## src/rtl/isp_pkg.sv

```systemverilog
`default_nettype none
// ============================================================================
//  Module   : isp_pkg
//  Purpose  : Shared types for the raw-frame reader: the 64-bit RAM word,
//             the fetched-word FIFO entry and the fetch FSM state encoding.
//  Revision : 1.0  initial release
// ============================================================================
package isp_pkg;

    localparam int PIXELS_PER_WORD = 4;

    typedef logic [63:0] raw_word_t;

    // One fetched RAM word plus the lane range to emit and its frame position.
    typedef struct packed {
        raw_word_t  word;
        logic [1:0] lane_lo;
        logic [1:0] lane_hi;
        logic       row_first;
        logic       row_last;
        logic       frame_first;
        logic       frame_last;
    } fetch_entry_t;

    typedef enum logic [1:0] {
        IDLE  = 2'd0,
        FETCH = 2'd1,
        DRAIN = 2'd2
    } fetch_state_t;

endpackage
`default_nettype wire

```

## src/rtl/isp_word_fifo.sv

```systemverilog
`default_nettype none
// ============================================================================
//  Module   : isp_word_fifo
//  Purpose  : Synchronous FIFO of fetch entries with first-word fall-through
//             head output. A push on a full FIFO is accepted only together
//             with a pop, leaving occupancy unchanged.
//  Revision : 1.0  initial release
// ============================================================================
module isp_word_fifo
    import isp_pkg::*;
#(
    parameter int DEPTH = 4
)
(
    input  logic         clk,
    input  logic         rst_n,
    input  logic         push,
    input  fetch_entry_t din,
    input  logic         pop,
    output fetch_entry_t dout,
    output logic         full,
    output logic         empty
);

    localparam int c_AW = $clog2(DEPTH);

    fetch_entry_t     r_mem [DEPTH];
    logic [c_AW-1:0]  r_wr_ptr;
    logic [c_AW-1:0]  r_rd_ptr;
    logic [c_AW:0]    r_count;
    logic             w_do_push;
    logic             w_do_pop;

    assign full      = (r_count == (c_AW+1)'(DEPTH));
    assign empty     = (r_count == '0);
    assign w_do_pop  = pop && !empty;
    assign w_do_push = push && (!full || w_do_pop);
    assign dout      = r_mem[r_rd_ptr];

    // Storage array: written on every accepted push, never reset.
    always_ff @(posedge clk) begin
        if (w_do_push) begin
            r_mem[r_wr_ptr] <= din;
        end
    end

    // Pointers and occupancy; depth is a power of two so pointers wrap freely.
    always_ff @(posedge clk or negedge rst_n) begin
        if (!rst_n) begin
            r_wr_ptr <= '0;
            r_rd_ptr <= '0;
            r_count  <= '0;
        end else begin
            if (w_do_push) r_wr_ptr <= r_wr_ptr + 1'b1;
            if (w_do_pop)  r_rd_ptr <= r_rd_ptr + 1'b1;
            case ({w_do_push, w_do_pop})
                2'b10:   r_count <= r_count + 1'b1;
                2'b01:   r_count <= r_count - 1'b1;
                default: r_count <= r_count;
            endcase
        end
    end

endmodule
`default_nettype wire

```

## src/rtl/isp_raw_reader.sv

```systemverilog
`default_nettype none
// ============================================================================
//  Module   : isp_raw_reader
//  Purpose  : Fetches a cropped window of a packed raw Bayer frame from a
//             64-bit word RAM and streams it one pixel per handshake with
//             sof/eol/eof markers and Bayer phase.
//  Revision : 1.0  initial release
// ============================================================================
module isp_raw_reader
    import isp_pkg::*;
#(
    parameter int PIXEL_WIDTH = 16,
    parameter int FIFO_DEPTH  = 4
)
(
    input  logic                   clk,
    input  logic                   rst_n,
    input  logic                   new_frame,
    input  logic [31:0]            frame_base_addr,
    input  logic [15:0]            raw_width,
    input  logic [9:0]             top_margin,
    input  logic [9:0]             left_margin,
    input  logic [15:0]            crop_height,
    input  logic [15:0]            crop_width,
    output logic [31:0]            read_address,
    input  logic [63:0]            read_data,
    output logic                   pix_valid,
    input  logic                   pix_ready,
    output logic [PIXEL_WIDTH-1:0] pix_data,
    output logic                   pix_sof,
    output logic                   pix_eol,
    output logic                   pix_eof,
    output logic [1:0]             pix_phase,
    output logic                   busy,
    output logic                   frame_done
);

    // ---------------- fetch side ----------------
    fetch_state_t r_state, w_state_next;
    logic [31:0]  r_read_address;
    logic [31:0]  r_row_start;      // address of the first cropped word of the current row
    logic [31:0]  r_stride;         // words per stored row
    logic [14:0]  r_span;           // last word index within a cropped row
    logic [14:0]  r_wcol;
    logic [1:0]   r_lane_lo_cfg;
    logic [1:0]   r_lane_hi_cfg;
    logic [15:0]  r_rows_left;
    logic [9:0]   r_skip;           // rows still to step over before row top_margin
    logic         r_first_row;
    logic         r_addr_valid;     // read_address points at a word still to be pushed

    logic [16:0]  w_last_col;
    logic [14:0]  w_word_lo;
    logic [14:0]  w_word_hi;
    logic [31:0]  w_first_addr;
    logic [31:0]  w_next_row_start;
    logic         w_row_end;
    logic         w_frame_end;
    logic         w_push;
    fetch_entry_t w_push_entry;
    logic         w_unused_bits;

    // ---------------- FIFO / unpack side ----------------
    fetch_entry_t w_head;
    logic         w_full;
    logic         w_empty;
    logic         w_pop;
    logic         w_load;
    logic         w_emit;
    logic [1:0]   w_lane;
    logic         w_last_lane;
    logic         w_sof_n;
    logic         w_eol_n;
    logic         w_eof_n;
    raw_word_t    w_shifted;
    logic         w_eof_accept;

    logic [1:0]             r_lane;
    logic                   r_lane_busy;
    logic                   r_row_par;
    logic                   r_pix_valid;
    logic [PIXEL_WIDTH-1:0] r_pix_data;
    logic                   r_pix_sof;
    logic                   r_pix_eol;
    logic                   r_pix_eof;
    logic [1:0]             r_pix_phase;
    logic                   r_frame_done;

    assign w_unused_bits    = &{1'b0, raw_width[1:0]};

    assign w_last_col       = 17'(left_margin) + 17'(crop_width) - 17'd1;
    assign w_word_lo        = 15'(left_margin[9:2]);
    assign w_word_hi        = w_last_col[16:2];
    assign w_first_addr     = frame_base_addr + 32'(w_word_lo);
    assign w_next_row_start = r_row_start + r_stride;
    assign w_row_end        = (r_wcol == r_span);
    assign w_frame_end      = w_row_end && (r_rows_left == 16'd1);
    assign w_eof_accept     = r_pix_valid && pix_ready && r_pix_eof;

    // Fetch FSM state register.
    always_ff @(posedge clk or negedge rst_n) begin
        if (!rst_n) r_state <= IDLE;
        else        r_state <= w_state_next;
    end

    // Fetch FSM next state, push strobe and the entry built from the RAM word.
    always_comb begin
        w_state_next             = r_state;
        w_push                   = 1'b0;
        w_push_entry.word        = read_data;
        w_push_entry.lane_lo     = (r_wcol == '0) ? r_lane_lo_cfg : 2'd0;
        w_push_entry.lane_hi     = w_row_end ? r_lane_hi_cfg : 2'd3;
        w_push_entry.row_first   = (r_wcol == '0);
        w_push_entry.row_last    = w_row_end;
        w_push_entry.frame_first = (r_wcol == '0) && r_first_row;
        w_push_entry.frame_last  = w_frame_end;
        case (r_state)
            IDLE: begin
                if (new_frame) w_state_next = FETCH;
            end
            FETCH: begin
                if (r_addr_valid && !w_full) begin
                    w_push = 1'b1;
                    if (w_frame_end) w_state_next = DRAIN;
                end
            end
            DRAIN: begin
                if (w_eof_accept) w_state_next = IDLE;
            end
            default: w_state_next = IDLE;
        endcase
    end

    // Config latch and address walk: rows advance by adding the stride, never multiplying.
    always_ff @(posedge clk or negedge rst_n) begin
        if (!rst_n) begin
            r_read_address <= '0;
            r_row_start    <= '0;
            r_stride       <= '0;
            r_span         <= '0;
            r_wcol         <= '0;
            r_lane_lo_cfg  <= '0;
            r_lane_hi_cfg  <= '0;
            r_rows_left    <= '0;
            r_skip         <= '0;
            r_first_row    <= 1'b0;
            r_addr_valid   <= 1'b0;
        end else if (r_state == IDLE) begin
            if (new_frame) begin
                r_row_start   <= w_first_addr;
                r_stride      <= 32'(raw_width[15:2]);
                r_span        <= w_word_hi - w_word_lo;
                r_wcol        <= '0;
                r_lane_lo_cfg <= left_margin[1:0];
                r_lane_hi_cfg <= w_last_col[1:0];
                r_rows_left   <= crop_height;
                r_first_row   <= 1'b1;
                r_skip        <= top_margin;
                if (top_margin == '0) begin
                    r_read_address <= w_first_addr;
                    r_addr_valid   <= 1'b1;
                end else begin
                    r_addr_valid   <= 1'b0;
                end
            end
        end else if (r_state == FETCH) begin
            if (r_skip != '0) begin
                r_row_start <= w_next_row_start;
                r_skip      <= r_skip - 10'd1;
                if (r_skip == 10'd1) begin
                    r_read_address <= w_next_row_start;
                    r_addr_valid   <= 1'b1;
                end
            end else if (w_push) begin
                if (w_row_end) begin
                    r_wcol      <= '0;
                    r_first_row <= 1'b0;
                    r_rows_left <= r_rows_left - 16'd1;
                    if (w_frame_end) begin
                        r_addr_valid <= 1'b0;
                    end else begin
                        r_row_start    <= w_next_row_start;
                        r_read_address <= w_next_row_start;
                    end
                end else begin
                    r_wcol         <= r_wcol + 15'd1;
                    r_read_address <= r_read_address + 32'd1;
                end
            end
        end
    end

    isp_word_fifo #(
        .DEPTH (FIFO_DEPTH)
    ) u_fifo (
        .clk   (clk),
        .rst_n (rst_n),
        .push  (w_push),
        .din   (w_push_entry),
        .pop   (w_pop),
        .dout  (w_head),
        .full  (w_full),
        .empty (w_empty)
    );

    // Unpacker selection: current lane of the head entry and its markers.
    always_comb begin
        w_load      = !r_pix_valid || pix_ready;
        w_emit      = w_load && !w_empty;
        w_lane      = r_lane_busy ? r_lane : w_head.lane_lo;
        w_last_lane = (w_lane == w_head.lane_hi);
        w_pop       = w_emit && w_last_lane;
        w_sof_n     = w_head.frame_first && !r_lane_busy;
        w_eol_n     = w_head.row_last && w_last_lane;
        w_eof_n     = w_eol_n && w_head.frame_last;
        w_shifted   = w_head.word << (32'(w_lane) * PIXEL_WIDTH);
    end

    // Output register: reloads only when empty or accepted, so stalls hold it stable.
    always_ff @(posedge clk or negedge rst_n) begin
        if (!rst_n) begin
            r_pix_valid  <= 1'b0;
            r_pix_data   <= '0;
            r_pix_sof    <= 1'b0;
            r_pix_eol    <= 1'b0;
            r_pix_eof    <= 1'b0;
            r_pix_phase  <= '0;
            r_lane       <= '0;
            r_lane_busy  <= 1'b0;
            r_row_par    <= 1'b0;
            r_frame_done <= 1'b0;
        end else begin
            r_frame_done <= w_eof_accept;
            if (r_state == IDLE && new_frame) begin
                r_row_par <= top_margin[0];
            end else if (w_emit && w_eol_n) begin
                r_row_par <= ~r_row_par;
            end
            if (w_load) begin
                r_pix_valid <= w_emit;
            end
            if (w_emit) begin
                r_pix_data  <= w_shifted[63 -: PIXEL_WIDTH];
                r_pix_sof   <= w_sof_n;
                r_pix_eol   <= w_eol_n;
                r_pix_eof   <= w_eof_n;
                r_pix_phase <= {r_row_par, w_lane[0]};
                if (w_last_lane) begin
                    r_lane_busy <= 1'b0;
                end else begin
                    r_lane      <= w_lane + 2'd1;
                    r_lane_busy <= 1'b1;
                end
            end
        end
    end

    assign read_address = r_read_address;
    assign pix_valid    = r_pix_valid;
    assign pix_data     = r_pix_data;
    assign pix_sof      = r_pix_sof;
    assign pix_eol      = r_pix_eol;
    assign pix_eof      = r_pix_eof;
    assign pix_phase    = r_pix_phase;
    assign busy         = (r_state != IDLE);
    assign frame_done   = r_frame_done;

endmodule
`default_nettype wire

```

## config.mk

```make
export PLATFORM = sky130hd
export DESIGN_NAME = isp_raw_reader
export DESIGN_NICKNAME = d
export VERILOG_FILES = /design/src/rtl/isp_pkg.sv /design/src/rtl/isp_word_fifo.sv /design/src/rtl/isp_raw_reader.sv
export SDC_FILE = /design/constraint.sdc
export NUM_CORES = 1
export LEC_CHECK = 0
export CAP_MARGIN = 20
export CORE_MARGIN = 1
export CORE_UTILIZATION = 40
export DETAILED_ROUTE_END_ITERATION = 8
export SLEW_MARGIN = 10
export SYNTH_ARGS = -nofsm -noshare
export SYNTH_HDL_FRONTEND = slang
export SYNTH_SLANG_ARGS = --single-unit
```

## constraint.sdc

```tcl
create_clock -name clk -period 4.7 [get_ports clk]
set_input_delay 1.41 -clock clk [delete_from_list [all_inputs] [get_ports clk]]
set_output_delay 1.41 -clock clk [all_outputs]
set_load 0.05 [all_outputs]
```

==> Word level (Yosys, flattened, before mapping) <==
Memories as Yosys holds them, arrays and structs flattened.
Index checks and enable logic that the tools add are counted.
{ "word_totals": {"regBits": 176, "ram_bits": 288, "inputBits": 168, "output_inout_bits": 56, "wordCells": 167, "n_memories": 1} }
{ "memory_table": {"columns": ["name", "depth", "word_bits", "rd", "rd_clocked_by_memory_dff", "wr", "line", "rtl"], "rows": [
  ["u_fifo.r_mem", 4, 72, 1, 0, 1, "isp_word_fifo.sv:27", "fetch_entry_t r_mem [DEPTH];"]
]} }
{ "classes": {"n_addsub": 14, "n_eq_ne": 18, "shifts": 1, "mux": 62, "n_bitwise": 2, "reduce_logical": 44} }
{ "op_table": {"columns": ["cell", "count"], "rows": [
  ["$mux W32", 15],
  ["$mux W16", 6],
  ["$mux W15", 6],
  ["$shl A64 B6 Y64", 1],
  ["$mux W10", 4],
  ["$add A32 B1 Y32 const B", 1],
  ["$add A32 B14 Y32", 1],
  ["$add A32 B8 Y32", 1],
  ["$mux W1", 22],
  ["$add A10 B16 Y17", 1],
  ["$sub A17 B1 Y17 const B", 1],
  ["$eq A16 B1 Y1 const B", 1],
  ["$sub A16 B1 Y16 const B", 1],
  ["$add A15 B1 Y15 const B", 1],
  ["$eq A15 B15 Y1", 1],
  ["$logic_not A15 Y1", 1],
  ["$sub A15 B8 Y15", 1],
  ["$logic_and A1 B1 Y1", 14],
  ["$mux W2", 7],
  ["$reduce_bool A2 Y1", 7],
  ["$reduce_and A6 Y1", 2],
  ["$eq A10 B1 Y1 const B", 1],
  ["$logic_not A10 Y1", 1],
  ["$ne A2 B2 Y1 const B", 5],
  ["24 further kinds", 39]
]} }

==> Depth between registers and ports, before layout <==
Gate-level depths: netlist of the first run.
{ "logic_depth": {"word_depth": 9, "depth_mapped": 20, "mapped_depth_nobuf": 20} }

==> Modules after synthesis <==
From an unflattened synthesis of the first run, not the netlist that was laid out.
{ "hier_totals": {"hier_cells": 2083, "hier_area_um2": 23869.1} }
{ "modules_own_cells": {"columns": ["module", "n_inst", "cells_per_inst", "area_per_inst_um2", "seq_area_each_um2"], "rows": [
  ["isp_raw_reader", 1, 1669, 13073.8, 4229.1],
  ["isp_word_fifo", 1, 414, 10795.4, 8823.5]
]} }

==> Worst setup path before layout of the first run <==
OpenSTA, ideal clock, no wires.
{ "synth_path": {"path_kind": "input port to flip-flop", "startpoint": "input left_margin[1]", "endpoint": "register r_span[14]", "setup_time_ns": 0.092, "arrival_time_ns": 4.561, "required_ns": 4.608, "path_slack_ns": 0.047, "path_stages": 18, "n_path_buf": 0, "path_cell_list": "inv_1 > ha_1 > inv_1 > ha_1 > inv_1 > fa_1 > ha_1 > inv_1 > fa_1 > a21o_1 > a21oi_1 > o21bai_1 > a21oi_1 > o21ai_0 > nand4bb_1 > nor3_1 > a21oi_1 > o31ai_2"} }
{ "synth_between": {"elab_chain_cells": 3} }
{ "synth_lines": {"columns": ["item", "line", "rtl"], "rows": [
  ["from (decl)", "isp_raw_reader.sv:22", "input logic [9:0] left_margin,"],
  ["$add A10 B16 Y17", "isp_raw_reader.sv:91", "assign w_last_col = 17'(left_margin) + 17'(crop_width) - 17'd1;"],
  ["$sub A17 B1 Y17", "isp_raw_reader.sv:91", null],
  ["$sub A15 B8 Y15", "isp_raw_reader.sv:152", "r_span <= w_word_hi - w_word_lo;"],
  ["to (signal assigned)", "isp_raw_reader.sv:152", null],
  ["to (decl)", "isp_raw_reader.sv:43", "logic [14:0] r_span;"]
]} }
Every way passes these cells.
A chain may end at the register's enable or synchronous reset.

==> Final worst setup path of the first run <==
{ "layout_path": {"startpoint": "input left_margin[0]", "endpoint": "register r_span[13]"} }
The elaborated chain is that of the path after synthesis.

==> results of run 1 <==
[cell type report]
cell class	instances	area, um^2	share of cell area [%]
inverter	95	357	1.25
clock buffer	67	1320	4.62
antenna	3	7.51	0.0262
tap	756	946	3.30
timing repair buffer	323	3020	10.5
clock inverter	25	319	1.11
sequential	460	12900	45.2
multi-input combinational	1298	9720	34.0
[per-layer routing]
metal	wire length, um	global-route usage [%]	vias to the layer above
met1	27100	27.6	8203
met3	2940	3.58	106
met5	51	0	-
met4	1700	6.60	8
li1	-	-	7863
met2	27900	32.2	409
[repair_timing]
action                                 4_1_cts  5_1_grt
buffers inserted                             0        3
setup endpoints to repair                    3        5
gates resized for setup                      2       20
endpoints found under the hold margin        0        0
pin swaps                                    0       17
[synthesized netlist by cell type (7+ instances only)]
master / number
a21o_1: 16
a21oi_1: 83
a22o_1: 10
a22oi_1: 12
a31oi_1: 22
and2_1: 16
and3_1: 30
and4_1: 8
buf_1: 8
buf_2: 13
clkbuf_1: 59
dfrtp_1: 176
edfxtp_1: 284
ha_1: 67
inv_1: 95
mux2_2: 33
mux2i_1: 18
mux4_2: 75
nand2_1: 157
nand2b_1: 18
nand3_1: 44
nand4_1: 16
nor2_1: 150
nor2b_1: 7
nor3_1: 42
nor4_1: 21
o211ai_1: 16
o21a_1: 14
o21ai_0: 164
o221ai_1: 10
o22ai_1: 7
o2bb2ai_1: 9
o31ai_1: 13
or3_1: 8
xnor2_1: 70
xor2_1: 38
[state kept, by name (all words and copies together) (netlist names), 10 cells and up]
| register | flops |
|---|---|
| r_stride | 14 |
| r_rows_left | 16 |
| u_fifo.r_mem | 284 |
| r_span | 15 |
| pix_data | 16 |
| read_address | 32 |
| r_skip | 10 |
| r_row_start | 32 |
| r_wcol | 15 |
[cells in the final DEF, fill, tap and decap left out, types with 33 or more instances in the layout]
master,synthesis,layout
a21oi_1,83,81
buf_4,2,99
clkbuf_16,0,49
clkdlybuf4s50_1,0,219
dfrtp_1,176,174
edfxtp_1,284,284
ha_1,67,65
inv_1,95,91
mux2_2,33,33
mux4_2,75,75
nand2_1,157,156
nand3_1,44,44
nor2_1,150,148
nor3_1,42,38
o21ai_0,164,160
xnor2_1,70,70
xor2_1,38,38
[logic make-up (layout without fill, tap and decap cells)]
| kind of cell | count (synthesis) | after routing | synth area share, % |
|---|---|---|---|
| compound gates | 444 | 444 | 12.1 |
| fa+ha+maj | 72 | 72 | 4.04 |
| mux | 127 | 127 | 9.74 |
| buf+inv | 180 | 510 | 3.08 |
| simple gates | 547 | 547 | 11.4 |
| other cells | 0 | 3 | 0 |
| flops | 460 | 460 | 55.6 |
| xor+xnor | 108 | 108 | 4.07 |
[worst max-delay path by stage]
| stage | end |
|---|---|
| 5_1_grt | r_span[13] |
| 3_5_place_dp | r_span[14] |
| 2_1_floorplan | r_span[14] |
| 4_1_cts | r_span[12] |
| 3_3_place_gp | r_span[14] |
| 6_report | r_span[13] |
[power breakdown]
| part | leakage (nW) | switching, mW | internal [mW] |
|---|---|---|---|
| combinational | 5.25 | 4.41 | 3.44 |
| clock | 0.799 | 1.63 | 2.27 |
| sequential | 4.76 | 0.915 | 5.94 |
| total | 10.8 | 6.95 | 11.7 |
[critical path: cells and delay by family]
family	cells	cell delay (ns)
AND/OR/NAND/NOR	5	0.86
XOR/XNOR	2	0.28
AO/OA/AOI/OAI	6	0.69
buffers and inverters	4	0.68
adder cells (fa/ha/maj)	4	1.07
==> flow_metrics.env, run 1 <==
export IMPL_design_area_um2=28600
export IMPL_maxCapViolCount=0
export IMPL_synthesis_area_um2=23200
export IMPL_required_ns=5.17
export IMPL_layout_drive_gt1_share_pct=14.5
export IMPL_rr_startpoint="r_wcol[3]"
export IMPL_r2r_cells=11
export IMPL_cp_slowest_stage_delay_ns=0.46
export IMPL_postRouteAntennaNets=0
export IMPL_first_global_vias=16600
export IMPL_utilization_pct=50.3
export IMPL_whs_ns=0.480
export IMPL_worstHoldStart="pix_eol"
export IMPL_ys_types=83
export IMPL_worstSetupPathType="in -> reg"
export IMPL_p_total_mw=18.6
export IMPL_start_kind="primary input"
export IMPL_drt_initial_drc_count=991
export IMPL_area_growth_pct=23.2
export IMPL_synth_top_cell_area_share_pct=36.7
export IMPL_placeableCoreArea_um2=56900
export IMPL_start_util_pct=40.8
export IMPL_hpwl_mm=42.0
export IMPL_yosys_warnings=0
export IMPL_finalNonFillerCells=3027
export IMPL_finalCriticalPeriod_ns=4.52
export IMPL_slew_viol_final=0
export IMPL_cellPowerDensity_nw_per_um2=650
export IMPL_crit_slowest_cell="clkdlybuf4s50_1"
export IMPL_viasPerCell=5.48
export IMPL_fmaxAchievable_mhz=221
export IMPL_routed_wl_mm=59.7
export IMPL_end_kind="register"
export IMPL_hold_depth=1
export IMPL_grt_overflow_total=0
export IMPL_clock_sinks=460
export IMPL_path_cells="clkdlybuf4s50_1 -> inv_1 -> ha_1 -> inv_2 -> ha_4 -> inv_2 -> fa_2 -> nor2b_4 -> o31a_1 -> o21a_1 -> nor2_2 -> xnor2_1 -> ha_1 -> o21ai_1 -> a31oi_1 -> nor3_2 -> o21bai_1 -> nand4bb_1 -> nor3_2 -> xor2_1 -> o21ai_1"
export IMPL_min_period_over_period_pct=96.3
export IMPL_die_area_um2=59100
export IMPL_synthesis_nets=2178
export IMPL_rrSetupSlack_ns=1.21
export IMPL_firstDrtPassIters=5
export IMPL_worstReg2RegEnd="r_row_start[30]"
export IMPL_clock_skew_ns=0.0300
export IMPL_synth_seq_area_share_pct=55.6
export IMPL_tritoncts="done"
export IMPL_fp_row_count=87
export IMPL_grt_pass1_wl_mm=93.0
export IMPL_worst_slew_pin_slew_ns=1.04
export IMPL_worstPathArrival_ns=4.99
export IMPL_synth_ff_type="edfxtp_1"
export IMPL_die_w_um=243
export IMPL_yosys_register_bits=460
export IMPL_setup_viol=0
export IMPL_clockBufferDepth=3
export IMPL_cts_buffers=49
export IMPL_ctsHoldBuffers=0
export IMPL_dp_cells=2928
export IMPL_nets=2467
export IMPL_p_leak_nw=10.8
export IMPL_ys_top_cells_by_area="edfxtp_1 37%, dfrtp_1 19%, mux4_2 7.3%"
export IMPL_crit_path_start="left_margin[0]"
export IMPL_async_flop_share_pct=38.3
export IMPL_clock_latency_ns=0.61
export IMPL_clk_pin_slew_ns=0.06
export IMPL_hold_class="reg -> reg"
export IMPL_antenna_found_initial=6
export IMPL_ir_worst_vdd_mv=0.549
export IMPL_post_dp_cell_area_um2=26900
export IMPL_whs_endpoint="pix_eol"
export IMPL_synth_edf_count=284
export IMPL_fin_tns_setup_ns=0
export IMPL_port_buffers=221
export IMPL_outcome="finished clean"
export IMPL_drc=0
export IMPL_h_tree_depth=2
export IMPL_hold_viol=0
export IMPL_fillers=5007
export IMPL_synth_area_leader_cell="edfxtp_1"
export IMPL_grt_total_usage_pct=20.1
export IMPL_pre_cts_ws_ns=-0.686
export IMPL_grt_max_degree=78
export IMPL_io_pins=224
export IMPL_timing_final_ws_setup_ns=0.176
export IMPL_num_vias=16600
export IMPL_dieHeight_um=243
export IMPL_relSlewSlack_pct=30.1
export IMPL_syn_inst=1938
export IMPL_avgSynthCellArea_um2=12.0
export IMPL_drt_wirelength_per_cell_um=19.7
export IMPL_path_max_fanout=3
export IMPL_routabilityCongestion=0.897
export IMPL_root_buffer="clkbuf_16"
(Power assumes the default switching activity.)
==> inputs of run 2 (changes only) <==
CORE_MARGIN = not set   (was 1)
==> results of run 2 <==
The final DEF is identical to that of run 1; final timing and power are the same.
